`src/rtl/config_chain_loader_pkg.sv`:
```
// Shared types and sizing helpers for the configuration chain loader.
package config_chain_loader_pkg;

  typedef enum logic [2:0] {
    ST_IDLE,
    ST_CLEAR,
    ST_LOAD,
    ST_SHIFT,
    ST_DONE
  } state_e;

  localparam int DEF_WORD_WIDTH   = 32;
  localparam int DEF_CHAIN_LENGTH = 216;
  localparam int DEF_CLEAR_CYCLES = 2;

  // Counter width able to index 0..n-1, never narrower than one bit.
  function automatic int cnt_w(input int n);
    return (n < 2) ? 1 : $clog2(n);
  endfunction

endpackage

```
`src/rtl/config_chain_loader_word_serializer.sv`:
```
// Latches one bitstream word and selects the bit to be shifted next, LSB first.
module config_chain_loader_word_serializer
  import config_chain_loader_pkg::*;
#(
  parameter int WORD_WIDTH = DEF_WORD_WIDTH
) (
  input  logic                  clock_i,
  input  logic                  nreset_i,
  input  logic                  load_i,
  input  logic                  advance_i,
  input  logic [WORD_WIDTH-1:0] data_i,
  output logic                  last_bit_o,
  output logic                  bit_nxt_o
);

  localparam int IW = cnt_w(WORD_WIDTH);

  logic [WORD_WIDTH-1:0] word_q, word_d;
  logic [IW-1:0]         idx_q, idx_d;

  always_comb begin
    word_d = load_i ? data_i : word_q;
    idx_d  = idx_q;
    if (load_i)         idx_d = '0;
    else if (advance_i) idx_d = idx_q + IW'(1);
  end

  // Look-ahead bit: the top registers config_data from this so it lines up
  // with the cycle in which the bit is enabled into the chain.
  assign bit_nxt_o  = word_d[idx_d];
  assign last_bit_o = (idx_q == IW'(WORD_WIDTH - 1));

  always_ff @(posedge clock_i or negedge nreset_i) begin
    if (!nreset_i) begin
      word_q <= '0;
      idx_q  <= '0;
    end else begin
      word_q <= word_d;
      idx_q  <= idx_d;
    end
  end

endmodule

```
`src/rtl/config_chain_loader.sv`:
```
// Clears the tile configuration chain, then serialises CHAIN_LENGTH bitstream bits into it.
module config_chain_loader
  import config_chain_loader_pkg::*;
#(
  parameter int WORD_WIDTH   = DEF_WORD_WIDTH,
  parameter int CHAIN_LENGTH = DEF_CHAIN_LENGTH,
  parameter int CLEAR_CYCLES = DEF_CLEAR_CYCLES
) (
  input  logic                  clock_i,
  input  logic                  nreset_i,
  input  logic                  start_i,
  input  logic                  abort_i,
  input  logic [WORD_WIDTH-1:0] s_data_i,
  input  logic                  s_valid_i,
  output logic                  s_ready_o,
  output logic                  config_data_o,
  output logic                  config_enable_o,
  output logic                  config_nreset_o,
  output logic                  busy_o,
  output logic                  done_o,
  output logic                  error_o
);

  localparam int BCW = cnt_w(CHAIN_LENGTH + 1);
  localparam int CCW = cnt_w(CLEAR_CYCLES + 1);

  state_e         state_q, state_d;
  logic [BCW-1:0] bit_count_q, bit_count_d;
  logic [CCW-1:0] clr_count_q, clr_count_d;
  logic           error_q, error_d;
  logic           load, advance, last_bit, bit_nxt;
  logic           s_ready_q, data_q, enable_q, cfg_nreset_q, busy_q, done_q;

  config_chain_loader_word_serializer #(.WORD_WIDTH(WORD_WIDTH)) u_ser (
    .clock_i   (clock_i),
    .nreset_i  (nreset_i),
    .load_i    (load),
    .advance_i (advance),
    .data_i    (s_data_i),
    .last_bit_o(last_bit),
    .bit_nxt_o (bit_nxt)
  );

  always_comb begin
    state_d     = state_q;
    bit_count_d = bit_count_q;
    clr_count_d = clr_count_q;
    error_d     = error_q;
    load        = 1'b0;
    advance     = 1'b0;
    unique case (state_q)
      ST_IDLE: if (start_i) begin
        state_d     = ST_CLEAR;
        error_d     = 1'b0;
        bit_count_d = '0;
        clr_count_d = '0;
      end
      ST_CLEAR: if (abort_i) begin
        state_d = ST_IDLE;
        error_d = 1'b1;
      end else begin
        clr_count_d = clr_count_q + CCW'(1);
        if (clr_count_q == CCW'(CLEAR_CYCLES - 1)) state_d = ST_LOAD;
      end
      // s_ready is high exactly while in LOAD, so s_valid alone completes the handshake.
      ST_LOAD: if (abort_i) begin
        state_d = ST_IDLE;
        error_d = 1'b1;
      end else if (s_valid_i) begin
        load    = 1'b1;
        state_d = ST_SHIFT;
      end
      ST_SHIFT: if (abort_i) begin
        state_d = ST_IDLE;
        error_d = 1'b1;
      end else begin
        advance     = 1'b1;
        bit_count_d = bit_count_q + BCW'(1);
        if (bit_count_d == BCW'(CHAIN_LENGTH)) state_d = ST_DONE;
        else if (last_bit)                     state_d = ST_LOAD;
      end
      ST_DONE: state_d = ST_IDLE;
      default: state_d = ST_IDLE;
    endcase
  end

  always_ff @(posedge clock_i or negedge nreset_i) begin
    if (!nreset_i) begin
      state_q      <= ST_IDLE;
      bit_count_q  <= '0;
      clr_count_q  <= '0;
      error_q      <= 1'b0;
      s_ready_q    <= 1'b0;
      data_q       <= 1'b0;
      enable_q     <= 1'b0;
      cfg_nreset_q <= 1'b0;
      busy_q       <= 1'b0;
      done_q       <= 1'b0;
    end else begin
      state_q      <= state_d;
      bit_count_q  <= bit_count_d;
      clr_count_q  <= clr_count_d;
      error_q      <= error_d;
      s_ready_q    <= (state_d == ST_LOAD);
      data_q       <= (state_d == ST_SHIFT) && bit_nxt;
      enable_q     <= (state_d == ST_SHIFT);
      cfg_nreset_q <= (state_d != ST_CLEAR);
      busy_q       <= (state_d == ST_CLEAR) || (state_d == ST_LOAD) || (state_d == ST_SHIFT);
      done_q       <= (state_d == ST_DONE);
    end
  end

  assign s_ready_o       = s_ready_q;
  assign config_data_o   = data_q;
  assign config_enable_o = enable_q;
  assign config_nreset_o = cfg_nreset_q;
  assign busy_o          = busy_q;
  assign done_o          = done_q;
  assign error_o         = error_q;

endmodule

```
`config.mk`:
```
export PLATFORM = sky130hd
export DESIGN_NAME = config_chain_loader
export DESIGN_NICKNAME = d
export VERILOG_FILES = /design/src/rtl/config_chain_loader_pkg.sv /design/src/rtl/config_chain_loader_word_serializer.sv /design/src/rtl/config_chain_loader.sv
export SDC_FILE = /design/constraint.sdc
export NUM_CORES = 1
export LEC_CHECK = 0
export CAP_MARGIN = 15
export CELL_PAD_IN_SITES_DETAIL_PLACEMENT = 1
export CELL_PAD_IN_SITES_GLOBAL_PLACEMENT = 1
export CORE_MARGIN = 2
export CORE_UTILIZATION = 42
export CTS_CLUSTER_SIZE = 20
export DETAILED_ROUTE_END_ITERATION = 7
export PLACE_DENSITY_LB_ADDON = 0.15
export SYNTH_ARGS = -nofsm -noshare
export SYNTH_HDL_FRONTEND = slang
export SYNTH_SLANG_ARGS = --single-unit
```
`constraint.sdc`:
```
create_clock -name clock_i -period 3 [get_ports clock_i]
set_input_delay 0.3 -clock clock_i [delete_from_list [all_inputs] [get_ports clock_i]]
set_output_delay 0.3 -clock clock_i [all_outputs]
set_load 0.01 [all_outputs]
```
==> results of run 1 <==
[layer usage]
layer | track usage (%) | share of wire (%) | vias to the layer above | wire length [um]
li1 | - | - | 1022 | -
met1 | 22.8 | 43 | 1046 | 2680
met2 | 31.7 | 51 | 38 | 3130
met3 | 6.10 | 4.1 | 9 | 250
met4 | 6.11 | 1.6 | 0 | 101
met5 | 0 | 0 | - | 0
[power groups by stage]
stage	logic [mW]	registers (mW)	clock network, mW
floorplan	0.620	1.12	0
global placement	0.866	1.15	0
detailed placement	0.889	1.16	0
CTS	0.896	1.15	0.745
global route	0.976	1.18	0.784
finish	0.880	1.14	0.721
[cell families after synthesis]
kind of cell / Yosys count
buf+inv: 26
fa+ha+maj: 4
simple gates: 66
compound gates: 50
flops: 57
mux: 48
xor+xnor: 2
[worst max-delay path, cell delays in order, from the launching register on]
cell and delay [ns]:
dfrtp_1 0.51, nor4bb_4 0.41, xnor2_2 0.15, or2_1 0.28, buf_4 0.22, clkinv_4 0.07
nand2_1 0.05, a32o_1 0.24, a2111o_1 0.39, o22ai_1 0.15
[synthesized netlist by cell type, types with 4 or more instances]
cell and n:
buf_2 6, mux2_2 33, dfrtp_1 57, inv_1 7
ha_1 4, mux2i_1 15, a21oi_1 8, and3_1 4
o21ai_0 18, clkbuf_1 5, nor2_1 17, nand2_1 21
nand4_1 5
[registers in the layout, indices dropped and copies added (netlist names)]
signal / flops
config_enable_o: 1
state_q: 3
config_data_o: 1
u_ser.idx_q: 5
config_nreset_o: 1
busy_o: 1
done_o: 1
clr_count_q: 2
s_ready_o: 1
error_o: 1
bit_count_q: 8
u_ser.word_q: 32
[placed cells by master (no fill, tap or decap), drive strengths merged, types with 2 or more instances in the layout]
| cell type | n |
|---|---|
| nand4 | 5 |
| a22o | 3 |
| nand3b | 2 |
| inv | 7 |
| a31o | 2 |
| clkdlybuf4s50 | 42 |
| o32ai | 2 |
| or2 | 4 |
| nand4bb | 2 |
| buf | 18 |
| ha | 4 |
| clkinvlp | 2 |
| o21ai | 18 |
| nor2 | 17 |
| dfrtp | 57 |
| a31oi | 2 |
| o22ai | 3 |
| mux2 | 33 |
| clkbuf | 10 |
| nand2 | 21 |
| xnor2 | 2 |
| a21oi | 8 |
| mux2i | 15 |
| clkinv | 6 |
| nor3 | 3 |
| a2111oi | 2 |
| and3 | 4 |
| nand3 | 2 |
[how the worst min path moves through the flow]
stage	startpoint	end	cells past startpoint
final	nreset_i	u_ser.word_q[17]$_DFF_PN0_	1
after global routing	nreset_i	u_ser.word_q[8]$_DFF_PN0_	1
after CTS	nreset_i	clr_count_q[0]$_DFFE_PN0P_	1
after detailed placement	nreset_i	clr_count_q[0]$_DFFE_PN0P_	1
after global placement	nreset_i	clr_count_q[1]$_DFFE_PN0P_	1
after floorplan	nreset_i	bit_count_q[0]$_DFFE_PN0P_	0
[area by class of cell]
cell class                 count  area [sq um]
sequential                    57          1430
multi-input combinational    170          1280
tap                           77          96.3
timing repair buffer          60           553
clock inverter                 6          67.6
inverter                      10          42.5
fill                         691          2850
clock buffer                  10           138
[through the flow]
step	util (%)	hold slack [ns]	std cells	area (sq um)
after global routing	55.9	0.117	390	3610
after floorplan	-	0.00441	253	2840
after CTS	55.9	0.0872	390	3610
after global placement	52.7	0.449	374	3400
final	55.9	0.0694	390	3610
after detailed placement	52.7	0.456	374	3400
==> results.json, run 1 <==
{
  "first_pass_iters": 4,
  "port_buffers": 43,
  "power_mw": 2.75,
  "holdBufCountCts": 0,
  "synthDistinctLibCells": 48,
  "fin_crit_ns": 2.54,
  "synth_fa_ha_area_share_pct": 1.76,
  "layout-drive-gt1-share_pct": 24.0,
  "synth_area_sq_um": 2840,
  "final-hold-violation-count": 0,
  "yosys-mux-area-fraction_pct": 18.4,
  "r2r_cells": 9,
  "finalSetupViolCount": 0,
  "drv_cap": 0,
  "htree_levels": 3,
  "clk_pin_slew_ns": 0.07,
  "cp-end-kind": "flop",
  "synthXorXnorAreaFrac_pct": 0.881,
  "async_reset_ff_share_pct": 100,
  "diodes": 0,
  "power_frac_clock_pct": 26.2,
  "intPower_mw": 1.89,
  "synthTopCellsByArea": "dfrtp_1, mux2_2, mux2i_1",
  "tns_ns": 0,
  "grt_antenna_before_repair": 0,
  "syn-mean-instance-area_sq_um": 11.2,
  "die_h_um": 86.2,
  "first_global_vias": 2234,
  "synth_top_family_by_area": "multiplexers",
  "clock.fmax_ghz": 0.393,
  "dieWidth_um": 86.2,
  "tightest_slew_ns": 0.838,
  "grt_overflow_total": 0,
  "critPathArrivalTime_ns": 2.80,
  "min_period_over_period_pct": 84.8,
  "cts_buffers": 9,
  "regToRegSetupSlack_ns": 0.46,
  "num_vias": 2115,
  "place_ws_ns": 0.153,
  "cts_buffer_depth": 2,
  "track_usage_pct": 18.8,
  "cp_max_fo": 11,
  "syn_nets": 294,
  "start_util_pct": 44.0,
  "critPathKind": "flop to flop",
  "syn_inst": 253,
  "setup_slack_ns": 0.457,
  "synth_top_area_share_pct": 50.2,
  "seqPwrFrac_pct": 41.7,
  "crit_start": "state_q[2]$_DFF_PN0_",
  "synth-seq-cells": 57,
  "synth-edff-count": 0,
  "layout.nets": 349,
  "synth_ff_type": "dfrtp_1",
  "min_path_type": "primary input to async pin",
  "startpoint_type": "flop",
  "core-area_sq_um": 6460,
  "power_switching_mw": 0.851,
  "drv_slew": 0,
  "area_growth_pct": 27.0,
  "wl_per_cell_um": 15.8,
  "post_cts_buffers": 0,
  "rsz0062_at_grt": "no",
  "grt_pass1_wl_um": 10800,
  "die-area_sq_um": 7440,
  "synth_top_area_cell": "dfrtp_1",
  "status": "finished clean",
  "clock-root-buffer": "clkbuf_8",
  "dp_hpwl_um": 4710,
  "p_per_area_nw_per_um2": 761,
  "yosys_warnings": 0,
  "synth-simple-area-share_pct": 12.2,
  "peakVddDrop_uv": 467,
  "clock_skew_ns": 0.00879,
  "p_sw_share_pct": 31.0,
  "worstPathRequired_ns": 3.26,
  "slew_headroom_pct": 44.1,
  "gp_congestion": 0.842,
  "drcViolationCount": 0,
  "regToRegStartpoint": "state_q[2]$_DFF_PN0_",
  "yosysSeqAreaShare_pct": 50.2,
  "drt_wl_total_um": 6160,
  "rows": 29,
  "grt_max_degree": 39,
  "io_pins": 44,
  "drt_iter0_markers": 39,
  "endpoint": "config_data_o$_DFF_PN0_",
  "viasPerCell": 5.42,
  "combPwrFrac_pct": 32.1,
  "power_leakage_nw": 1.62,
  "worstSkewPairLatency_ns": 0.33,
  "post_cts_resized": 0,
  "r2r_end": "config_data_o$_DFF_PN0_",
  "synth-compound-area-share_pct": 11.7,
  "cts_tree": "yes",
  "clock-sinks": 57,
  "ant_nets": 0
}
No activity file was read; power rests on OpenSTA's default activity.
==> inputs of run 2 (changes only) <==
==> constraint.sdc (replaced) <==
create_clock -name clock_i -period 2.4 [get_ports clock_i]
set_input_delay 0.24 -clock clock_i [delete_from_list [all_inputs] [get_ports clock_i]]
set_output_delay 0.24 -clock clock_i [all_outputs]
set_load 0.01 [all_outputs]
==> run 2 against run 1 <==
Effect of this change:
- utilization rose by 3.3 points
- cell area rose by 6.0%
- critical path depth rose by 1
- die area did not move
- cell count rose by 3.8%
- global-route usage rose by 2.4 points
- via count rose by 4.5%
- routed wire length rose by 18%
- flip-flop and latch count did not move
- clock skew rose by 0.00078 ns
- clock power rose by 24%
==> results.json, run 2 (synthesis gave the netlist of run 1 again) <==
{
  "worstSkewPairLatency_ns": 0.35,
  "drt_iter0_markers": 107,
  "r2r_end": "config_data_o$_DFF_PN0_",
  "power_switching_mw": 1.14,
  "placed_cells": 388,
  "worstPathBufferInverterCount": 3,
  "fin_cells": 405,
  "num_vias": 2210,
  "finalSetupViolCount": 0,
  "grt_max_degree": 33,
  "largest_reg_flops": 32,
  "worstPathRequired_ns": 2.62,
  "p_sw_share_pct": 31.9,
  "gp_congestion": 0.833,
  "status": "finished clean",
  "drt_wl_total_um": 7260,
  "seqPwrFrac_pct": 40.1,
  "diodes": 0,
  "critPathArrivalTime_ns": 2.55,
  "dp_hpwl_um": 5090,
  "drv_cap": 0,
  "tightest_slew_ns": 0.660,
  "final_area_sq_um": 3820,
  "cp_num_cells": 10,
  "cp_max_fo": 8,
  "cts_buffers": 9,
  "die_h_um": 86.2,
  "ant_nets": 0,
  "combPwrFrac_pct": 34.8,
  "grt_overflow_total": 0,
  "drcViolationCount": 0,
  "min_path_type": "primary input to async pin",
  "r2r_cells": 10,
  "power_leakage_nw": 1.71,
  "utilization_pct": 59.2,
  "critPathKind": "flop to flop",
  "htree_levels": 3,
  "clock-root-buffer": "clkbuf_8",
  "rows": 29,
  "drv_slew": 0,
  "area_growth_pct": 34.6,
  "clock-sinks": 57,
  "cp-end-kind": "flop",
  "viasPerCell": 5.46,
  "fin_crit_ns": 2.32,
  "port_buffers": 43,
  "start_util_pct": 44.0,
  "tns_ns": 0,
  "cts_tree": "yes",
  "regToRegStartpoint": "state_q[2]$_DFF_PN0_",
  "crit_path_top_delay_cell": "dfrtp_2",
  "top_regs": "u_ser.word_q (32), bit_count_q (8), u_ser.idx_q (5)",
  "first_global_vias": 2469,
  "core-area_sq_um": 6460,
  "crit_path_max_incr_delay_ns": 0.44,
  "grt_antenna_before_repair": 0,
  "clock.fmax_ghz": 0.431,
  "power_frac_clock_pct": 25.1,
  "regToRegSetupSlack_ns": 0.08,
  "clk_pin_slew_ns": 0.07,
  "io_pins": 44,
  "cts_buffer_depth": 2,
  "crit_chain": "nor4bb_4 -> buf_6 -> xnor2_4 -> or2_4 -> buf_6 -> buf_4 -> mux2i_1 -> mux2i_1 -> o22ai_2 -> o22ai_2",
  "layout_common_cells": "dfrtp_1, clkdlybuf4s50_1, mux2_2",
  "dieWidth_um": 86.2,
  "min_period_over_period_pct": 96.7,
  "clock_skew_ns": 0.00957,
  "largest-register": "u_ser.word_q",
  "slew_headroom_pct": 56.0,
  "dpl_cell_area_sq_um": 3540,
  "final_common_cell": "dfrtp_1",
  "startpoint_type": "flop",
  "peakVddDrop_uv": 524,
  "first_pass_iters": 5,
  "grt_pass1_wl_um": 12000,
  "p_per_area_nw_per_um2": 935,
  "final-hold-violation-count": 0,
  "layout-drive-gt1-share_pct": 30.2,
  "track_usage_pct": 21.1,
  "intPower_mw": 2.44,
  "layout.nets": 365,
  "wl_per_cell_um": 17.9,
  "die-area_sq_um": 7440,
  "path_delay_family": "buffers and inverters",
  "power_mw": 3.58
}
run 2: worst max-delay path by stage:
| stage | from | endpoint | slack (ns) |
|---|---|---|---|
| final | state_q[2]$_DFF_PN0_ | config_data_o$_DFF_PN0_ | 0.08 |
| after global routing | state_q[2]$_DFF_PN0_ | config_data_o$_DFF_PN0_ | -0.04 |
| after CTS | state_q[2]$_DFF_PN0_ | config_data_o$_DFF_PN0_ | 0.002 |
| after global placement | abort_i | config_data_o$_DFF_PN0_ | -0.33 |
| after detailed placement | abort_i | config_data_o$_DFF_PN0_ | -0.38 |
| after floorplan | state_q[2]$_DFF_PN0_ | config_data_o$_DFF_PN0_ | 0.01 |
run 2: worst register-to-register path: stages, from the launching register on:
cell,delay (ns)
dfrtp_2,0.44
nor4bb_4,0.27
buf_6,0.18
xnor2_4,0.12
or2_4,0.15
buf_6,0.15
buf_4,0.21
mux2i_1,0.23
mux2i_1,0.12
o22ai_2,0.22
o22ai_2,0.11
run 2: final cells by class:
cell class                      count  area (sq um)
Clock inverter                      5          56.3
Timing Repair Buffer               76           708
Multi-Input combinational cell    170          1350
Fill cell                         694          2640
Tap cell                           77          96.3
Sequential cell                    57          1430
Inverter                           10          42.5
Clock buffer                       10           138
run 2: timing repair:
action,in CTS,in global routing
buffers inserted,0,1
gates resized for setup,3,13
setup endpoints to repair,1,1
hold endpoints to repair,25,0
hold buffers,1,0
pin swaps,0,4
run 2: power groups by stage:
| stage | Sequential, mW | Combinational, mW | Clock (mW) |
|---|---|---|---|
| 2_1_floorplan | 1.40 | 0.806 | 0 |
| 3_3_place_gp | 1.43 | 1.14 | 0 |
| 3_5_place_dp | 1.45 | 1.17 | 0 |
| 4_1_cts | 1.43 | 1.19 | 0.917 |
| 5_1_grt | 1.47 | 1.37 | 0.980 |
| 6_report | 1.43 | 1.25 | 0.897 |
run 2: per-stage QoR:
stage                     setup slack [ns]  hold slack [ns]
after global placement              -0.332            0.304
after floorplan                     0.0131          -0.0556
after global routing               -0.0449            0.493
after CTS                          0.00241            0.471
final                               0.0791            0.460
after detailed placement            -0.377            0.304
run 2: per-layer routing:
| metal | vias to the layer above | wire length [um] | global-route usage [%] |
|---|---|---|---|
| met1 | 1110 | 3200 | 26.2 |
| met4 | 0 | 129 | 8.95 |
| met2 | 34 | 3760 | 35.6 |
| met5 | - | 0 | 0 |
| met3 | 14 | 165 | 4.86 |
| li1 | 1052 | - | - |
